`src/rtl/fifo_sync_param.sv`:
```
// Parametrised single-clock FIFO with occupancy count, almost-full/almost-empty
// thresholds, overflow/underflow error pulses, synchronous flush with
// acknowledge and a selectable registered or first-word-fall-through read port.
// All flags come from registers that are loaded from the next occupancy value,
// so they change on the same edge as count_o.
module fifo_sync_param #(
   parameter int DATA_W    = 8,
   parameter int DEPTH     = 8,
   parameter int AF_THRESH = DEPTH - 1,
   parameter int AE_THRESH = 1,
   parameter int FWFT      = 0
) (
   input  logic                    clk,
   input  logic                    n_rst,
   input  logic                    flush_i,
   input  logic                    w_en_i,
   input  logic [DATA_W-1:0]       w_data_i,
   input  logic                    r_en_i,
   output logic [DATA_W-1:0]       r_data_o,
   output logic                    full_o,
   output logic                    empty_o,
   output logic                    almost_full_o,
   output logic                    almost_empty_o,
   output logic [$clog2(DEPTH):0]  count_o,
   output logic                    flushed_o,
   output logic                    overflow_o,
   output logic                    underflow_o
);

   localparam int AW = $clog2(DEPTH);
   localparam int CW = AW + 1;

   logic [DATA_W-1:0] mem [DEPTH];

   logic [CW-1:0] wPtr_q, wPtr_d;
   logic [CW-1:0] rPtr_q, rPtr_d;
   logic [CW-1:0] count_q, count_d;
   logic          full_q, full_d;
   logic          empty_q, empty_d;
   logic          almostFull_q, almostFull_d;
   logic          almostEmpty_q, almostEmpty_d;
   logic          flushed_q, flushed_d;
   logic          overflow_q, overflow_d;
   logic          underflow_q, underflow_d;

   logic          rdOk;
   logic          wrOk;
   logic [AW-1:0] wIdx;
   logic [AW-1:0] rIdx;

   // The pointer MSB is only a wrap bit; the low bits address the storage.
   assign wIdx = wPtr_q[AW-1:0];
   assign rIdx = rPtr_q[AW-1:0];

   // A read needs data; a write needs room, which a same-cycle read provides.
   always_comb begin
      rdOk = r_en_i && !empty_q;
      wrOk = w_en_i && (!full_q || rdOk);
   end

   // Next pointers, occupancy, flags and pulses; flush overrides everything.
   always_comb begin
      wPtr_d      = wPtr_q;
      rPtr_d      = rPtr_q;
      count_d     = count_q;
      flushed_d   = flush_i;
      overflow_d  = 1'b0;
      underflow_d = 1'b0;
      if (flush_i) begin
         wPtr_d  = '0;
         rPtr_d  = '0;
         count_d = '0;
      end else begin
         if (wrOk) begin
            wPtr_d = wPtr_q + CW'(1);
         end
         if (rdOk) begin
            rPtr_d = rPtr_q + CW'(1);
         end
         count_d     = count_q + CW'(wrOk) - CW'(rdOk);
         overflow_d  = w_en_i && !wrOk;
         underflow_d = r_en_i && !rdOk;
      end
      full_d        = (count_d == CW'(DEPTH));
      empty_d       = (count_d == '0);
      almostFull_d  = (int'(count_d) >= AF_THRESH);
      almostEmpty_d = (int'(count_d) <= AE_THRESH);
   end

   // Control and status registers, cleared asynchronously by n_rst.
   always_ff @(posedge clk or negedge n_rst) begin
      if (!n_rst) begin
         wPtr_q        <= '0;
         rPtr_q        <= '0;
         count_q       <= '0;
         full_q        <= 1'b0;
         empty_q       <= 1'b1;
         almostFull_q  <= (AF_THRESH == 0);
         almostEmpty_q <= 1'b1;
         flushed_q     <= 1'b0;
         overflow_q    <= 1'b0;
         underflow_q   <= 1'b0;
      end else begin
         wPtr_q        <= wPtr_d;
         rPtr_q        <= rPtr_d;
         count_q       <= count_d;
         full_q        <= full_d;
         empty_q       <= empty_d;
         almostFull_q  <= almostFull_d;
         almostEmpty_q <= almostEmpty_d;
         flushed_q     <= flushed_d;
         overflow_q    <= overflow_d;
         underflow_q   <= underflow_d;
      end
   end

   // Storage array is deliberately not reset; only accepted writes land here.
   always_ff @(posedge clk) begin
      if (wrOk && !flush_i) begin
         mem[wIdx] <= w_data_i;
      end
   end

   generate
      if (FWFT == 0) begin : gRegRead
         logic [DATA_W-1:0] rData_q;

         // Registered read port: the popped word appears the cycle after r_en.
         always_ff @(posedge clk or negedge n_rst) begin
            if (!n_rst) begin
               rData_q <= '0;
            end else if (flush_i) begin
               rData_q <= '0;
            end else if (rdOk) begin
               rData_q <= mem[rIdx];
            end
         end

         assign r_data_o = rData_q;
      end else begin : gFwftRead
         // Head of the queue is always visible; zero while there is nothing.
         assign r_data_o = empty_q ? '0 : mem[rIdx];
      end
   endgenerate

   assign full_o         = full_q;
   assign empty_o        = empty_q;
   assign almost_full_o  = almostFull_q;
   assign almost_empty_o = almostEmpty_q;
   assign count_o        = count_q;
   assign flushed_o      = flushed_q;
   assign overflow_o     = overflow_q;
   assign underflow_o    = underflow_q;

endmodule
```
`config.mk`:
```
export PLATFORM = sky130hd
export DESIGN_NAME = fifo_sync_param
export DESIGN_NICKNAME = d
export VERILOG_FILES = /design/src/rtl/fifo_sync_param.sv
export SDC_FILE = /design/constraint.sdc
export NUM_CORES = 1
export LEC_CHECK = 0
export CAP_MARGIN = 40
export CORE_MARGIN = 1.5
export CORE_UTILIZATION = 59
export CTS_BUF_LIST = sky130_fd_sc_hd__clkbuf_2
export DETAILED_ROUTE_END_ITERATION = 7
export PLACE_DENSITY = 0.77
export SLEW_MARGIN = 10
export SYNTH_ARGS = -nofsm -noshare
export SYNTH_HDL_FRONTEND = slang
export SYNTH_SLANG_ARGS = --single-unit
```
`constraint.sdc`:
```
create_clock -name clk -period 2.8 [get_ports clk]
set_input_delay 0.28 -clock clk [delete_from_list [all_inputs] [get_ports clk]]
set_output_delay 0.28 -clock clk [all_outputs]
set_load 0.02 [all_outputs]
```
==> results.py, run 1 <==
metrics = {
    "logic_synthesis": {
        "syn-cell-area_um2": 3650,
        "yosys_warnings": 0,
        "synth_cell_types": 43,
        "syn-num-nets": 241,
        "synth_seq_cells": 89,
        "synth.avg_cell_area_um2": 16.5,
        "synth-seq-area-share_pct": 69.8,
        "syn_inst": 221,
    },
    "floorplan": {
        "fp.dieH_um": 81.7,
        "core_area_um2": 5960,
        "rows": 28,
        "die_area_um2": 6680,
        "die_w_um": 81.7,
        "initial_utilization_pct": 61.4,
        "ios": 32,
    },
    "sta": {
        "relSlewSlack_pct": 64.0,
        "fin_crit_ns": 2.40,
        "period_share_pct": 85.7,
        "rsz0062_at_grt": "no",
        "fin_ws_ns": 0.401,
        "tightest_slew_ns": 0.540,
        "clock.fmax_mhz": 417,
        "setup_viol": 0,
        "finalHoldViolations": 0,
        "slew_violations": 0,
        "finClkSkew_ns": 0.0267,
        "finalSetupTns_ns": 0,
    },
    "critical_path": {
        "r2r_cells": 9,
        "cp.required_ns": 3.26,
        "worst_ep_arrival_time_ns": 2.86,
        "path_max_fanout": 8,
        "cp-end-kind": "register",
        "critPathLaunchType": "register",
        "crit_type": "reg -> reg",
    },
    "grt": {
        "grt_pass1_vias": 1947,
        "antenna_found_initial": 0,
        "grt_pass1_wl_mm": 10.1,
        "track_usage_pct": 22.0,
        "grt_start_max_net_pins": 26,
        "overflow": 0,
    },
    "detailed_routing": {
        "initialDrtViolationCount": 137,
        "wl_per_cell_um": 18.9,
        "vias": 2004,
        "routed_wl_mm": 6.57,
        "dr.pass1.iters": 4,
        "drc": 0,
        "viasPerCell": 5.78,
        "postRouteAntennaNets": 0,
    },
    "status": {
        "status": "completed",
    },
    "pwr": {
        "seqPwrFrac_pct": 51.6,
        "combPwrFrac_pct": 31.1,
        "netSwitchingFraction_pct": 32.1,
        "vdd_drop_max_uv": 574,
        "total_power_uw": 3180,
        "p_int_uw": 2160,
        "leakage_uw": 0.00153,
        "clock_power_share_pct": 17.3,
        "power_density_nw_per_um2": 758,
        "power_switching_uw": 1020,
    },
    "clocking": {
        "cts_tree": "built",
        "cts_resized": 0,
        "cts_max_level": 3,
        "numCtsBuffers": 9,
        "postCtsSetupRepairBufs": 0,
        "clk_path_buf_depth": 2,
        "clock_sinks": 89,
        "holdBufCountCts": 0,
        "cts.reportedPaths.clkPinSlew_ns": 0.24,
        "cts_root_buffer": "clkbuf_2",
        "clk_latency_ns": 0.52,
    },
    "place": {
        "dp_cells": 331,
        "place_congestion": 0.738,
        "hpwl_mm": 4.25,
        "place_ws_ns": 0.0789,
        "io_buffers": 31,
        "place_area_um2": 4100,
    },
    "layout": {
        "fillCellCount": 410,
        "post-route-cell-area_um2": 4190,
        "area_delta_synth_final_pct": 14.8,
        "layout.nets": 287,
        "diodes": 0,
        "regArea_um2": 2550,
        "drive_gt1_share_pct": 18.4,
        "multiInputGateArea_um2": 1000,
        "final_cells": 347,
    },
    "run": {
        "cap_violations": 0,
    },
    "worst_hold_path": {
        "hold_class": "in -> async",
    },
}
-- through the flow --
| step | hold WS, ns | util, % |
|---|---|---|
| 2_1_floorplan | -0.0156 | - |
| 3_3_place_gp | 0.461 | 68.8 |
| 3_5_place_dp | 0.472 | 68.8 |
| 4_1_cts | 0.0627 | 70.4 |
| 5_1_grt | 0.0803 | 70.4 |
| 6_report | 0.0811 | 70.4 |
-- metal layers --
layer,wire [um],global-route usage [%],vias to the layer above
met1,2920,29.6,1024
met3,226,4.00,12
li1,-,-,922
met5,0,0,-
met2,3300,35.4,46
met4,123,9.66,0
-- state kept, by name, indices dropped and copies added, names as in the netlist, 3 cells and up --
signal,cells
count_o,4
mem,64
rPtr_q,3
r_data_o,8
wPtr_q,3
-- cell usage after synthesis --
cell type	count	area share (%)
buf_1	1	0.10
nor3_1	2	0.27
mux2i_1	3	0.82
mux4_2	3	1.8
a31oi_2	1	0.34
buf_4	1	0.21
buf_8	1	0.41
nand2_1	11	1.1
nand3_1	2	0.27
a21o_1	3	0.62
dfrtp_1	23	16
inv_1	5	0.51
buf_6	3	0.92
edfxtp_1	64	53
nor2_1	16	1.6
nor2b_1	11	1.9
and3b_1	1	0.24
mux2_2	7	2.2
or3_1	1	0.17
xnor2_1	2	0.48
inv_2	1	0.10
or3b_4	1	0.31
nor3_2	1	0.27
o22ai_1	7	1.2
nor3b_1	1	0.21
dfstp_2	2	1.4
xor2_1	5	1.2
nand2b_1	3	0.51
clkbuf_1	2	0.21
fa_1	1	0.55
o211ai_1	1	0.21
and3_1	1	0.17
o211ai_2	1	0.34
mux4_1	5	3.6
ha_1	6	2.1
or3b_1	1	0.24
o21ai_4	1	0.45
or2_2	1	0.17
o31ai_1	6	1.2
mux2_1	7	2.2
o31ai_2	1	0.34
buf_2	2	0.27
a21oi_1	3	0.41
-- final cells by class --
cell class | instances | area share [%]
multi-input cells | 116 | 24.0
inverters | 6 | 0.537
flip-flops and latches | 89 | 60.8
well taps | 75 | 2.24
clock inverters | 5 | 0.955
clock buffers | 11 | 1.31
repair buffers | 45 | 10.2
-- cells in the final DEF (no fill, tap or decap), types with 2 or more instances in the layout --
| cell | count |
|---|---|
| edfxtp_1 | 64 |
| clkdlybuf4s50_1 | 31 |
| dfrtp_1 | 23 |
| nor2_1 | 16 |
| buf_4 | 13 |
| nor2b_1 | 11 |
| nand2_1 | 11 |
| clkbuf_2 | 11 |
| mux2_2 | 7 |
| mux2_1 | 7 |
| o22ai_1 | 7 |
| o31ai_1 | 6 |
| ha_1 | 6 |
| inv_1 | 5 |
| xor2_1 | 5 |
| mux4_1 | 5 |
| a21o_1 | 3 |
| a21oi_1 | 3 |
| nand2b_1 | 3 |
| mux4_2 | 3 |
| mux2i_1 | 3 |
| clkinvlp_4 | 3 |
| xnor2_1 | 2 |
| nor3_1 | 2 |
| nand3_1 | 2 |
| dfstp_2 | 2 |
-- worst max-delay path, cell delays in order, from the launching register on --
cell and delay (ns):
dfstp_2 0.61, nor2b_1 0.05, buf_4 0.16, o21ai_4 0.13, ha_1 0.24, inv_1 0.05
ha_1 0.18, fa_1 0.46, nor3_1 0.25, nor3b_1 0.21
-- cells by family after synthesis --
family | count (synthesis) | share of synthesized area, %
DFF | 89 | 69.8
and+or+nand+nor | 53 | 7.50
muxes | 25 | 10.6
AOI/OAI and AO/OA | 24 | 5.13
buffers and inverters | 16 | 2.74
xor gates and xnor gates | 7 | 1.68
adders and majority gates | 7 | 2.60
-- power by group through the flow --
stage	Combinational [uW]	Clock [uW]	Sequential, uW
final	989	550	1640
after global routing	1080	613	1660
after CTS	993	566	1640
after detailed placement	980	0	1670
after global placement	968	0	1670
after floorplan	586	0	1740
-- path summary, 6_finish.rpt --
path	end	slack, ns	startpoint
max	full_o	0.40	empty_o
min	r_data_o[0]	0.08	n_rst
max reg2reg	full_o	0.40	empty_o
min reg2reg	r_data_o[4]	0.51	r_data_o[4]
max in group asynchronous	empty_o	2.42	n_rst
min in group clk	underflow_o	0.39	r_en_i
No activity file was read; power rests on OpenSTA's default activity.
==> run 2, diff against run 1 <==
--- a/config.mk
+++ b/config.mk
@@ -5,12 +5,13 @@
 export SDC_FILE = /design/constraint.sdc
 export NUM_CORES = 1
 export LEC_CHECK = 0
+export ABC_AREA = 1
 export CAP_MARGIN = 40
 export CORE_MARGIN = 1.5
-export CORE_UTILIZATION = 59
+export CORE_UTILIZATION = 60
 export CTS_BUF_LIST = sky130_fd_sc_hd__clkbuf_2
 export DETAILED_ROUTE_END_ITERATION = 7
-export PLACE_DENSITY = 0.77
+export PLACE_DENSITY = 0.78
 export SLEW_MARGIN = 10
 export SYNTH_ARGS = -nofsm -noshare
 export SYNTH_HDL_FRONTEND = slang
==> run 2 against run 1 <==
  * Core utilization shrank 0.92 points
  * Total power shrank 2.0%
  * Flip-flop and latch count is the same
  * Die area grew 4.5%
  * Hold slack lost 0.028 ns
  * First-iteration DRC count grew 48%
  * Clock-buffer cell count is the same
  * Synthesized cell count grew 73%
  * Largest power group unchanged
==> results.py, run 2 <==
metrics = {
    "status": {
        "status": "completed",
    },
    "layout": {
        "largest_register_ffs": 64,
        "drive_gt1_share_pct": 8.84,
        "post-route-cell-area_um2": 4390,
        "largest_register": "mem",
        "area_delta_synth_final_pct": 12.8,
        "final_common_cell": "nand2_1",
        "diodes": 0,
        "final_cell_mix": "nand2_1, inv_1, edfxtp_1",
        "layout.nets": 445,
    },
    "logic_synthesis": {
        "synth_seq_cells": 89,
        "synth_top_area_share_pct": 49.4,
        "yosys_warnings": 0,
        "synthArstFlopShare_pct": 28.1,
        "syn-cell-area_um2": 3890,
        "yosysTopAreaCell": "edfxtp_1",
        "synthTopCellsByArea": "edfxtp_1, dfrtp_1, nand2_1, nand3_1, inv_1",
        "syn-num-nets": 402,
        "synth_commonest_cells": "nand2_1, inv_1, edfxtp_1",
        "synth_most_common_cell": "nand2_1",
        "synth-edff-count": 64,
        "synth-seq-area-share_pct": 65.5,
        "synth_flop_cell": "edfxtp_1",
        "syn_inst": 382,
        "synth.avg_cell_area_um2": 10.2,
        "synth_cell_types": 21,
    },
    "pwr": {
        "netSwitchingFraction_pct": 33.2,
        "clock_power_share_pct": 19.8,
        "vdd_drop_max_uv": 638,
        "p_int_uw": 2080,
        "power_switching_uw": 1030,
        "combPwrFrac_pct": 28.6,
        "power_density_nw_per_um2": 709,
        "total_power_uw": 3110,
        "seqPwrFrac_pct": 51.6,
        "leakage_uw": 0.00203,
    },
    "place": {
        "place_ws_ns": 0.237,
        "place_area_um2": 4290,
        "hpwl_mm": 4.94,
        "io_buffers": 31,
        "place_congestion": 0.884,
    },
    "critical_path": {
        "cp.required_ns": 3.31,
        "timing.rr.start": "empty_o",
        "critPathMaxStageDelay_ns": 0.59,
        "cp_cell_sequence": "inv_1 -> nand2_2 -> nand2_1 -> nand2_2 -> ha_1 -> inv_1 -> ha_1 -> fa_1 -> nand2_4 -> inv_2 -> nor2_2 -> nand2_1 -> inv_1 -> nand2_1 -> inv_1",
        "critical_path.most_common_cell": "inv_1",
        "crit_path_top_delay_cell": "dfstp_2",
        "regToRegSetupSlack_ns": 0.42,
        "worst_ep_arrival_time_ns": 2.89,
        "path_max_fanout": 4,
        "critical_path.startpoint": "empty_o",
        "cp_num_cells": 15,
        "r2r-end": "empty_o",
        "crit_path_end": "empty_o",
        "crit_buf_inv": 5,
        "critPathLaunchType": "register",
        "critical_path.top_delay_family": "adder cells",
        "cp-end-kind": "register",
        "crit_type": "reg -> reg",
        "r2r_cells": 15,
    },
    "detailed_routing": {
        "drc": 0,
        "vias": 2597,
        "routed_wl_mm": 7.64,
        "dr.pass1.iters": 5,
        "wl_per_cell_um": 15.1,
        "initialDrtViolationCount": 203,
        "postRouteAntennaNets": 0,
        "viasPerCell": 5.12,
    },
    "grt": {
        "grt_pass1_vias": 2519,
        "overflow": 0,
        "grt_pass1_wl_mm": 12.3,
        "track_usage_pct": 23.6,
        "antenna_found_initial": 0,
        "grt_start_max_net_pins": 35,
    },
    "sta": {
        "rsz0062_at_grt": "no",
        "finalSetupTns_ns": 0,
        "finClkSkew_ns": 0.0265,
        "fin_crit_ns": 2.38,
        "relSlewSlack_pct": 59.4,
        "period_share_pct": 84.9,
        "fin_ws_ns": 0.422,
        "slew_violations": 0,
        "tightest_slew_ns": 0.608,
        "clock.fmax_mhz": 421,
        "setup_viol": 0,
        "holdWs_ns": 0.0534,
        "finalHoldViolations": 0,
    },
    "clocking": {
        "holdBufCountCts": 0,
        "postCtsSetupRepairBufs": 0,
        "clk_path_buf_depth": 2,
        "cts_max_level": 3,
        "cts_resized": 0,
        "clock_sinks": 89,
        "cts.reportedPaths.clkPinSlew_ns": 0.23,
        "clk_latency_ns": 0.55,
        "numCtsBuffers": 9,
        "cts_tree": "built",
        "cts_root_buffer": "clkbuf_2",
    },
    "floorplan": {
        "rows": 29,
        "die_area_um2": 6980,
        "initial_utilization_pct": 61.6,
        "fp.dieH_um": 83.5,
        "die_w_um": 83.5,
        "core_area_um2": 6310,
        "ios": 32,
    },
    "worst_hold_path": {
        "hold_class": "in -> async",
    },
    "run": {
        "cap_violations": 0,
    },
}
-- run 2: cell count changes in the layout (fill, tap and decap cells not counted), moves of 4 or more --
cell     previous run  this run
nor2_1             16        12
nor2b_1            11         0
nand3_1             2        53
o31ai_1             6         0
mux2_1              7         0
mux2_2              7         0
o21ai_0             0         6
nand2_1            11       122
inv_1               5        67
mux4_1              5         0
o22ai_1             7         0
-- run 2: final cells by class --
cell class / count / area, um^2
Inverter: 72 / 275
Multi-Input combinational cell: 210 / 963
Clock inverter: 5 / 47.5
Clock buffer: 11 / 55.1
Timing Repair Buffer: 43 / 400
Fill cell: 493 / 1930
Sequential cell: 89 / 2550
Tap cell: 77 / 96.3
-- run 2: routing by layer --
metal / GRT usage [%] / vias up / part of all wire [%]
li1: - / 1288 / -
met1: 30.2 / 1214 / 41
met2: 40.1 / 82 / 51
met3: 5.84 / 13 / 6.7
met4: 7.45 / 0 / 1.9
met5: 0 / - / 0
-- run 2: cell families (layout without fill, tap and decap cells) --
group	count (synthesis)	count (layout)	share of synthesized area (%)
adders and majority gates	7	7	2.44
AOI/OAI and AO/OA	8	8	1.03
and+or+nand+nor	193	193	20.8
buffers and inverters	83	131	9.71
DFF	89	89	65.5
xor gates and xnor gates	2	2	0.450
-- run 2: worst min-delay path by stage --
stage	depth (start not counted)	endpoint	from
floorplan	0	almost_full_o	n_rst
global placement	2	r_data_o[3]	r_data_o[3]
detailed placement	2	r_data_o[0]	r_data_o[0]
CTS	2	r_data_o[0]	n_rst
global route	2	r_data_o[0]	n_rst
finish	2	r_data_o[0]	n_rst
-- run 2: power by group through the flow --
stage / Combinational, uW / Sequential, uW / Clock, uW
finish: 890 / 1610 / 616
global route: 988 / 1620 / 667
CTS: 893 / 1610 / 621
detailed placement: 880 / 1640 / 0
global placement: 851 / 1630 / 0
floorplan: 536 / 1710 / 0
-- run 2: stage by stage --
step           instances  utilization, %
3_5_place_dp         491            67.9
3_3_place_gp         491            67.9
6_report             507            69.5
4_1_cts              507            69.5
2_1_floorplan        382               -
5_1_grt              507            69.5
